**src/rtl/flash_reader_pkg.sv**
```systemverilog
// Shared opcodes, field sizes and FSM state type for spi_flash_reader.
// FLASH_FAST_READ_EN selects FAST READ (0x0B + dummy byte) instead of READ (0x03).
package flash_reader_pkg;

  localparam logic [7:0]  OPC_READ      = 8'h03;
  localparam logic [7:0]  OPC_FAST_READ = 8'h0B;
  localparam int unsigned DUMMY_BITS    = 8;
  localparam int unsigned CMD_BITS      = 8;
  localparam int unsigned ADDR_BITS     = 24;

`ifdef FLASH_FAST_READ_EN
  localparam logic [7:0] OPCODE = OPC_FAST_READ;
  typedef enum logic [2:0] {
    ST_IDLE, ST_CMD, ST_ADDR, ST_DUMMY, ST_DATA, ST_END
  } state_e;
`else
  localparam logic [7:0] OPCODE = OPC_READ;
  typedef enum logic [2:0] {
    ST_IDLE, ST_CMD, ST_ADDR, ST_DATA, ST_END
  } state_e;
`endif

endpackage

```
**src/rtl/spi_sck_gen.sv**
```systemverilog
// SPI mode-0 SCK divider: half-period of CLK_DIV clk cycles, with edge strobes.
// stall only blocks a rising edge, so a pending fall always completes and SCK parks low.
module spi_sck_gen #(
  parameter int unsigned CLK_DIV = 2
) (
  input  logic clk,
  input  logic reset,
  input  logic run,
  input  logic stall,
  output logic sck,
  output logic rise_tick,
  output logic fall_tick
);

  localparam int unsigned CNT_W = (CLK_DIV > 1) ? $clog2(CLK_DIV) : 1;

  logic [CNT_W-1:0] cnt_q, cnt_d;
  logic             sck_q, sck_d;
  logic             adv_c;

  assign adv_c = run && !(stall && !sck_q);
  assign sck   = sck_q;

  always_comb begin
    cnt_d     = cnt_q;
    sck_d     = sck_q;
    rise_tick = 1'b0;
    fall_tick = 1'b0;
    if (!run) begin
      cnt_d = '0;
      sck_d = 1'b0;
    end else if (adv_c) begin
      if (cnt_q == CNT_W'(CLK_DIV - 1)) begin
        cnt_d     = '0;
        sck_d     = !sck_q;
        rise_tick = !sck_q;
        fall_tick = sck_q;
      end else begin
        cnt_d = cnt_q + CNT_W'(1);
      end
    end
  end

  always_ff @(posedge clk or posedge reset) begin
    if (reset) begin
      cnt_q <= '0;
      sck_q <= 1'b0;
    end else begin
      cnt_q <= cnt_d;
      sck_q <= sck_d;
    end
  end

endmodule

```
**src/rtl/spi_flash_reader.sv**
```systemverilog
// SPI NOR flash block reader (mode 0) delivering bytes on a valid/ready stream.
// Define FLASH_FAST_READ_EN for FAST READ with an 8-clock dummy phase.
module spi_flash_reader
  import flash_reader_pkg::*;
#(
  parameter int unsigned CLK_DIV = 2,
  parameter int unsigned CS_HIGH = 4,
  parameter int unsigned LEN_W   = 8
) (
  input  logic             clk,
  input  logic             reset,
  input  logic             start,
  input  logic [23:0]      addr,
  input  logic [LEN_W-1:0] len,
  output logic             busy,
  output logic             done,
  output logic [7:0]       rd_data,
  output logic             rd_valid,
  input  logic             rd_ready,
  output logic             flash_csb,
  output logic             flash_clk,
  output logic             flash_io0,
  input  logic             flash_io1
);

  localparam int unsigned    BIT_W    = 5;
  localparam int unsigned    CS_W     = (CS_HIGH > 1) ? $clog2(CS_HIGH) : 1;
  localparam logic [LEN_W:0] FULL_LEN = {1'b1, {LEN_W{1'b0}}};

  state_e           state_q, state_d;
  logic [31:0]      tx_q, tx_d;
  logic [7:0]       sh_q, sh_d;
  logic [BIT_W-1:0] bit_cnt_q, bit_cnt_d;
  logic [LEN_W:0]   left_q, left_d;
  logic [CS_W-1:0]  cs_cnt_q, cs_cnt_d;
  logic             pend_q, pend_d;
  logic [7:0]       rd_data_q, rd_data_d;
  logic             rd_valid_q, rd_valid_d;
  logic             busy_q, busy_d;
  logic             done_q, done_d;
  logic             csb_q, csb_d;

  logic sck, rise_tick, fall_tick;
  logic run_c, stall_c, buf_free_c;

  // A completed byte parked in sh_q (pend_q) or an exhausted count keeps SCK low.
  assign run_c      = (state_q != ST_IDLE) && (state_q != ST_END);
  assign stall_c    = pend_q || (left_q == '0);
  assign buf_free_c = !rd_valid_q || rd_ready;

  spi_sck_gen #(.CLK_DIV(CLK_DIV)) u_sck (
    .clk      (clk),
    .reset    (reset),
    .run      (run_c),
    .stall    (stall_c),
    .sck      (sck),
    .rise_tick(rise_tick),
    .fall_tick(fall_tick)
  );

  always_comb begin
    state_d    = state_q;
    tx_d       = tx_q;
    sh_d       = sh_q;
    bit_cnt_d  = bit_cnt_q;
    left_d     = left_q;
    cs_cnt_d   = cs_cnt_q;
    pend_d     = pend_q;
    rd_data_d  = rd_data_q;
    rd_valid_d = rd_valid_q;
    busy_d     = busy_q;
    done_d     = 1'b0;
    csb_d      = csb_q;

    if (rd_valid_q && rd_ready) rd_valid_d = 1'b0;
    if (pend_q && buf_free_c) begin
      rd_data_d  = sh_q;
      rd_valid_d = 1'b1;
      pend_d     = 1'b0;
    end
    if (fall_tick) tx_d = {tx_q[30:0], 1'b0};

    case (state_q)
      ST_IDLE: begin
        if (start && !done_q) begin
          tx_d      = {OPCODE, addr};
          left_d    = (len == '0) ? FULL_LEN : {1'b0, len};
          bit_cnt_d = '0;
          csb_d     = 1'b0;
          busy_d    = 1'b1;
          state_d   = ST_CMD;
        end
      end
      ST_CMD: begin
        if (rise_tick) begin
          if (bit_cnt_q == BIT_W'(CMD_BITS - 1)) begin
            bit_cnt_d = '0;
            state_d   = ST_ADDR;
          end else begin
            bit_cnt_d = bit_cnt_q + BIT_W'(1);
          end
        end
      end
      ST_ADDR: begin
        if (rise_tick) begin
          if (bit_cnt_q == BIT_W'(ADDR_BITS - 1)) begin
            bit_cnt_d = '0;
`ifdef FLASH_FAST_READ_EN
            state_d   = ST_DUMMY;
`else
            state_d   = ST_DATA;
`endif
          end else begin
            bit_cnt_d = bit_cnt_q + BIT_W'(1);
          end
        end
      end
`ifdef FLASH_FAST_READ_EN
      ST_DUMMY: begin
        if (rise_tick) begin
          if (bit_cnt_q == BIT_W'(DUMMY_BITS - 1)) begin
            bit_cnt_d = '0;
            state_d   = ST_DATA;
          end else begin
            bit_cnt_d = bit_cnt_q + BIT_W'(1);
          end
        end
      end
`endif
      ST_DATA: begin
        if (rise_tick) begin
          sh_d = {sh_q[6:0], flash_io1};
          if (bit_cnt_q[2:0] == 3'd7) begin
            bit_cnt_d = '0;
            left_d    = left_q - (LEN_W+1)'(1);
            if (buf_free_c) begin
              rd_data_d  = sh_d;
              rd_valid_d = 1'b1;
            end else begin
              pend_d = 1'b1;
            end
          end else begin
            bit_cnt_d = bit_cnt_q + BIT_W'(1);
          end
        end else if ((left_q == '0) && !pend_q && buf_free_c && !sck) begin
          csb_d    = 1'b1;
          cs_cnt_d = '0;
          state_d  = ST_END;
        end
      end
      ST_END: begin
        if (cs_cnt_q == CS_W'(CS_HIGH - 1)) begin
          done_d  = 1'b1;
          busy_d  = 1'b0;
          state_d = ST_IDLE;
        end else begin
          cs_cnt_d = cs_cnt_q + CS_W'(1);
        end
      end
      default: state_d = ST_IDLE;
    endcase
  end

  always_ff @(posedge clk or posedge reset) begin
    if (reset) begin
      state_q    <= ST_IDLE;
      tx_q       <= '0;
      sh_q       <= '0;
      bit_cnt_q  <= '0;
      left_q     <= '0;
      cs_cnt_q   <= '0;
      pend_q     <= 1'b0;
      rd_data_q  <= '0;
      rd_valid_q <= 1'b0;
      busy_q     <= 1'b0;
      done_q     <= 1'b0;
      csb_q      <= 1'b1;
    end else begin
      state_q    <= state_d;
      tx_q       <= tx_d;
      sh_q       <= sh_d;
      bit_cnt_q  <= bit_cnt_d;
      left_q     <= left_d;
      cs_cnt_q   <= cs_cnt_d;
      pend_q     <= pend_d;
      rd_data_q  <= rd_data_d;
      rd_valid_q <= rd_valid_d;
      busy_q     <= busy_d;
      done_q     <= done_d;
      csb_q      <= csb_d;
    end
  end

  assign busy      = busy_q;
  assign done      = done_q;
  assign rd_data   = rd_data_q;
  assign rd_valid  = rd_valid_q;
  assign flash_csb = csb_q;
  assign flash_clk = sck;
  assign flash_io0 = tx_q[31];

endmodule
```
**config.mk**
```make
export PLATFORM = sky130hd
export DESIGN_NAME = spi_flash_reader
export DESIGN_NICKNAME = d
export VERILOG_FILES = /design/src/rtl/flash_reader_pkg.sv /design/src/rtl/spi_sck_gen.sv /design/src/rtl/spi_flash_reader.sv
export SDC_FILE = /design/constraint.sdc
export NUM_CORES = 1
export LEC_CHECK = 0
export ABC_CLOCK_PERIOD_IN_PS = 2450
export CAP_MARGIN = 15
export CORE_UTILIZATION = 30
export CTS_CLUSTER_SIZE = 12
export DETAILED_ROUTE_END_ITERATION = 12
export PLACE_DENSITY = 0.56
export SYNTH_ARGS = -nofsm -noshare
export SYNTH_HDL_FRONTEND = slang
export SYNTH_SLANG_ARGS = --single-unit
export TNS_END_PERCENT = 100
```
**constraint.sdc**
```tcl
create_clock -name clk -period 2.45 [get_ports clk]
set_input_delay 0.6125 -clock clk [delete_from_list [all_inputs] [get_ports clk]]
set_output_delay 0.6125 -clock clk [all_outputs]
set_load 0.03 [all_outputs]
```
-- Yosys cells after proc, flatten, opt, wreduce, memory -nomap -nowiden
Index checks and enable logic that the tools add are counted.
- add/sub/neg operators: 4
- multiply operators: 0
- divide/modulo/power cells: 0
- $lt $le $gt $ge: 0
- equality and inequality tests: 22
- shifts and indexed selects: 0
- mux-type cells: 66
- bitwise gates (word level): 0
- reductions and logical operators: 32
- operators by type and width (cell ; number):
    $mux W32 ; 3
    $mux W8 ; 5
    $mux W9 ; 4
    $mux W5 ; 7
    $mux W1 ; 30
    $ne A2 B2 Y1 const B ; 13
    $mux W3 ; 8
    $pmux W5 S4 ; 1
    $pmux W9 S2 ; 1
    $pmux W3 S5 ; 1
    $reduce_and A4 Y1 ; 3
    $logic_and A1 B1 Y1 ; 9
    $logic_not A9 Y1 ; 1
    $sub A9 B1 Y9 const B ; 1
    $logic_not A8 Y1 ; 1
    $reduce_and A8 Y1 ; 1
    $eq A3 B2 Y1 const B ; 2
    $eq A3 B3 Y1 const B ; 2
    $mux W2 ; 3
    $reduce_bool A2 Y1 ; 3
    $add A5 B1 Y5 const B ; 1
    $eq A5 B3 Y1 const B ; 1
    $eq A5 B5 Y1 const B ; 1
    $logic_not A1 Y1 ; 5
    other kinds (14) ; 17
- register bits after elaboration: 74
- latch bits: 0
- RAM bits: 0
- ROM bits: 0
- input bits: 37
- word-level logic and storage cells: 138
- memories kept: 0

-- Longest topological paths before layout
- word-level depth: 10
- mapped depth: 8

-- Modules after synthesis
Synthesis repeated with hierarchy kept, for this count alone.
- cell total of the unflattened synthesis: 375
- area, all modules: 3658.5 um^2
- by module, submodules not included (module ; instances ; cells each ; area an instance (um^2) ; sequential area each (um^2)):
    spi_flash_reader ; 1 ; 364 ; 3547.2 ; 1803.0
    spi_sck_gen ; 1 ; 11 ; 111.4 ; 50.0

-- Worst setup path before layout
No wires, ideal clock.
- path kind: reg2reg
- from: register left_q[0]
- to: register state_q[1]
- library setup time: 0.121 ns
- arrival: 2.020 ns
- slack: 0.309 ns
- cell stages (with the launch flop): 8
- path buffers: 0
- clock period less this slack: 2.141 ns
- cell sequence: dfrtp_1 > inv_1 > ha_1 > nor4b_4 > nand2_2 > o41a_1 > or4_1 > a22o_1
- word-level cells in the longest chain between the ends: 9
- elaborated cells between the ends (all ways): 15
- RTL lines (element ; line ; RTL):
    from (decl) ; spi_flash_reader.sv:34 ; logic [LEN_W:0] left_q, left_d;
    from (signal assigned) ; spi_flash_reader.sv:183 ; left_q <= left_d;
    $logic_not A9 Y1 * ; spi_flash_reader.sv:48, spi_flash_reader.sv:145 ;
    $logic_or A1 B1 Y1 ; spi_flash_reader.sv:48 ; assign stall_c = pend_q || (left_q == '0);
    $logic_and A1 B1 Y1 ; spi_sck_gen.sv:21 ; assign adv_c = run && !(stall && !sck_q);
    $logic_not A1 Y1 ; spi_sck_gen.sv:21 ;
    $logic_and A1 B1 Y1 ; spi_sck_gen.sv:21 ;
    $mux W1 ; spi_sck_gen.sv:32 ; end else if (adv_c) begin
    $mux W1 ; spi_sck_gen.sv:29 ; if (!run) begin
    $ne A2 B2 Y1 (no line) ; -- ;
    $reduce_and A8 Y1 (no line) * ; -- ;
    to (signal assigned) ; spi_flash_reader.sv:179 ; state_q <= state_d;
    to (decl) ; spi_flash_reader.sv:30 ; state_e state_q, state_d;
Every way passes the cells marked *; elsewhere a longest branch is shown, timed or not.
A chain may end at the register's enable or synchronous reset.

-- Worst setup path in the final report
- from: register left_q[1]
- to: register state_q[1]
Same word-level chain as after synthesis.

==> summary.md <==
| Metric | Value |
|---|---|
| Status | complete, but fails checks |
| Failing checks | design-rule violations |
| Final Instance Area | 4610 um2 |
| First-pass GRT wire length | 13.7 mm |
| Hold_ws | 0.472 ns |
| Detail Placement HPWL | 5.31 mm |
| Fin util | 40.1% |
| Syn-to-layout area delta | 28.8% |
| Post-CTS Hold Buffers | 0 |
| Placed cell areas | 4300 um2 |
| CTS Root Cell | clkbuf_16 |
| Fmax achieved | 431 MHz |
| Die Span Y | 111 um |
| Share of cells above drive strength 1 | 11.5% |
| H-tree level count | 3 |
| Startpoint Class | flip-flop |
| Clock Sinks | 74 |
| Period utilisation layout | 94.7% |
| Hold crit path type | reg2reg |
| Synth Cell Area | 3580 um2 |
| Setup violators final | 0 |
| Clock Latency Late Sink | 0.33 ns |
| Crit path DAT | 2.54 ns |
| CTS tree | built |
| WL per Instance | 13.6 um |
| RSZ-0062 raised after global routing | no |
| Final-layout fill cell count | 1182 |
| Fin crit period | 2.32 ns |
| EDFF count, synth | 0 |
| Die area | 12400 um2 |
| First-pass DRT Iterations | 10 |
| Count leader, synth | nand2_1 |
| Worst-path maximum fanout | 4 |
| Yosys cell types | 55 |
| Synth top area cells | dfrtp_1 (51%), nand2_1 (8.3%), nor2_1 (4.5%) |
| Yosys warns | 0 |
| Syn Area/Cell | 9.28 um2 |
| CP endpoint kind | flip-flop |
| CTS max path bufs | 2 |
| Largest net degree at the start of global routing | 75 |
| Primary FF master, synth | dfrtp_1 |
| Yosys reg bits | 74 |
| Clock skew | 0.0109 ns |
| Max Cap Viol | 0 |
| DRT Wirelength | 8.00 mm |
| Static Leak | 1.98 nW |
| Clk slew on worst S/H paths | 0.06 ns |
| Max_slew headroom | 51.0% |
| Routed vias/inst | 4.99 |
| Post-synthesis sequential area ratio | 51.7% |
| DRC Markers | 4 |
| WS Path Type | reg2reg |
| Sequential Area | 1850 um2 |
| Fin. Hold Viols | 0 |
| Number of global-route vias before repair | 2924 |
| Ys async rst share | 100% |
| Final ANT Viol Nets | 0 |
| Number of cell rows | 39 |
| VDD IR-drop max | 0.000341 V |
| Total global routing overflow | 0 |
| Post-synth top area cell | dfrtp_1 |
| Starting Density | 31.1% |
| Syn nets | 428 |
| Layout Nets | 480 |
| Number of diodes | 0 |
| Vias | 2922 |
| IO Pins | 51 |
| Multi-input logic area | 1620 um2 |
| Num CTS Buffers | 9 |
| Fin. max-slew vios | 0 |
| Total Routing Usage GR | 13.7% |
| Mapped Cells | 386 |
| Worst-Margin Slew | 0.733 ns |
| Pre-CTS WS | -0.0315 ns |
| PwrDens | 1110 nW/um2 |
| DRT iter0 DRCs | 190 |
| Die width | 111 um |
| Area share of the largest cell type after synthesis | 51.0% |
| Placeable Area | 11500 um2 |
| Placer Congestion | 0.807 |
| CP required | 2.67 ns |
| Initial antenna violation count | 0 |
| # port buffers | 50 |
| Post-synth top cells | nand2_1 (79), dfrtp_1 (73), nor2_1 (43) |
| Final worst setup slack | 0.129 ns |
-- critical path, stage by stage (launching register included) --
cell	delay, ns
dfrtp_1	0.39
inv_1	0.11
ha_1	0.16
nor4b_4	0.29
nand2_2	0.10
o41a_1	0.44
or4_1	0.54
a22o_1	0.19
-- routing by layer --
layer  up-vias  GRT usage (%)  routed length, um
li1       1468              -                  -
met1      1408           18.2               3930
met2        36           21.8               3700
met3        10           3.12                257
met4         0           4.68                108
met5         -              0                  0
-- cells by family (layout without fill, tap and decap cells) --
kind of cell	after synthesis	in the layout	synth area share (%)
AND/OR/NAND/NOR	167	167	21.8
AO/OA/AOI/OAI	98	98	18.2
flip-flops	74	74	51.7
buffers and inverters	31	88	3.35
multiplexers	8	8	2.44
adder cells (fa/ha/maj)	5	5	1.75
XOR/XNOR	3	3	0.734
-- layout by cell type, fill, tap and decap left out, types with 2 or more instances in the layout --
cell / n
a211oi_1: 3
a21oi_1: 19
a2bb2oi_1: 6
a31oi_1: 24
and2_1: 2
and3_1: 2
buf_12: 2
buf_4: 11
clkbuf_16: 9
clkdlybuf4s50_1: 50
clkinvlp_4: 4
dfrtp_1: 73
ha_1: 5
inv_1: 7
mux2_2: 6
mux2i_1: 2
nand2_1: 79
nand2b_1: 5
nand3_1: 6
nor2_1: 42
nor2_2: 2
nor2b_1: 2
nor3_1: 4
nor4_1: 6
o21ai_0: 16
o22a_1: 10
o22ai_1: 4
o31ai_1: 3
or3b_2: 2
or4_1: 3
xnor2_1: 2
-- where the power goes --
group	total [W]	internal, W	switching [W]	leakage [nW]
Sequential	0.00206	0.00167	0.000382	0.905
Combinational	0.00172	0.000776	0.000939	0.932
Clock	0.00133	0.000816	0.000516	0.141
-- registers in the layout (all words and copies together), names as in the netlist --
signal	flops
tx_q	32
left_q	9
rd_data	8
sh_q	8
bit_cnt_q	5
state_q	3
cs_cnt_q	2
busy	1
done	1
flash_csb	1
pend_q	1
rd_valid	1
u_sck.cnt_q	1
u_sck.sck	1
-- path summary, 6_finish.rpt --
check / from / slack [ns] / to / cells past startpoint
hold reg to reg: sh_q[6] / 0.47 / sh_q[7] / 2
setup reg to reg: left_q[1] / 0.13 / state_q[1] / 7
hold / removal: sh_q[6] / 0.47 / sh_q[7] / 2
max in group asynchronous: reset / 1.38 / flash_csb / 3
min in group asynchronous: reset / 0.73 / rd_data[1] / 3
setup / recovery: left_q[1] / 0.13 / state_q[1] / 7
-- timing repair --
action                                  in CTS  in global routing
endpoints found under the setup margin       1                  3
resized for setup                            1                  2
hold endpoints to repair                     0                  0
cloned                                       0                  0
setup buffers                                0                  1
-- layout make-up --
cell class,instances,area share (%)
well taps,143,3.88
flip-flops and latches,74,40.2
inverters,9,0.813
repair buffers,63,13.5
multi-input cells,281,35.0
clock inverters,6,1.44
clock buffers,10,5.18
-- stage by stage --
stage	std cells	TNS [ns]	total power (W)
after floorplan	386	0	0.00326
final	586	0	0.00510
after global routing	586	0	0.00549
after CTS	585	0	0.00516
after detailed placement	569	-0.0506	0.00378
after global placement	569	0	0.00372
(Power assumes the default switching activity.)
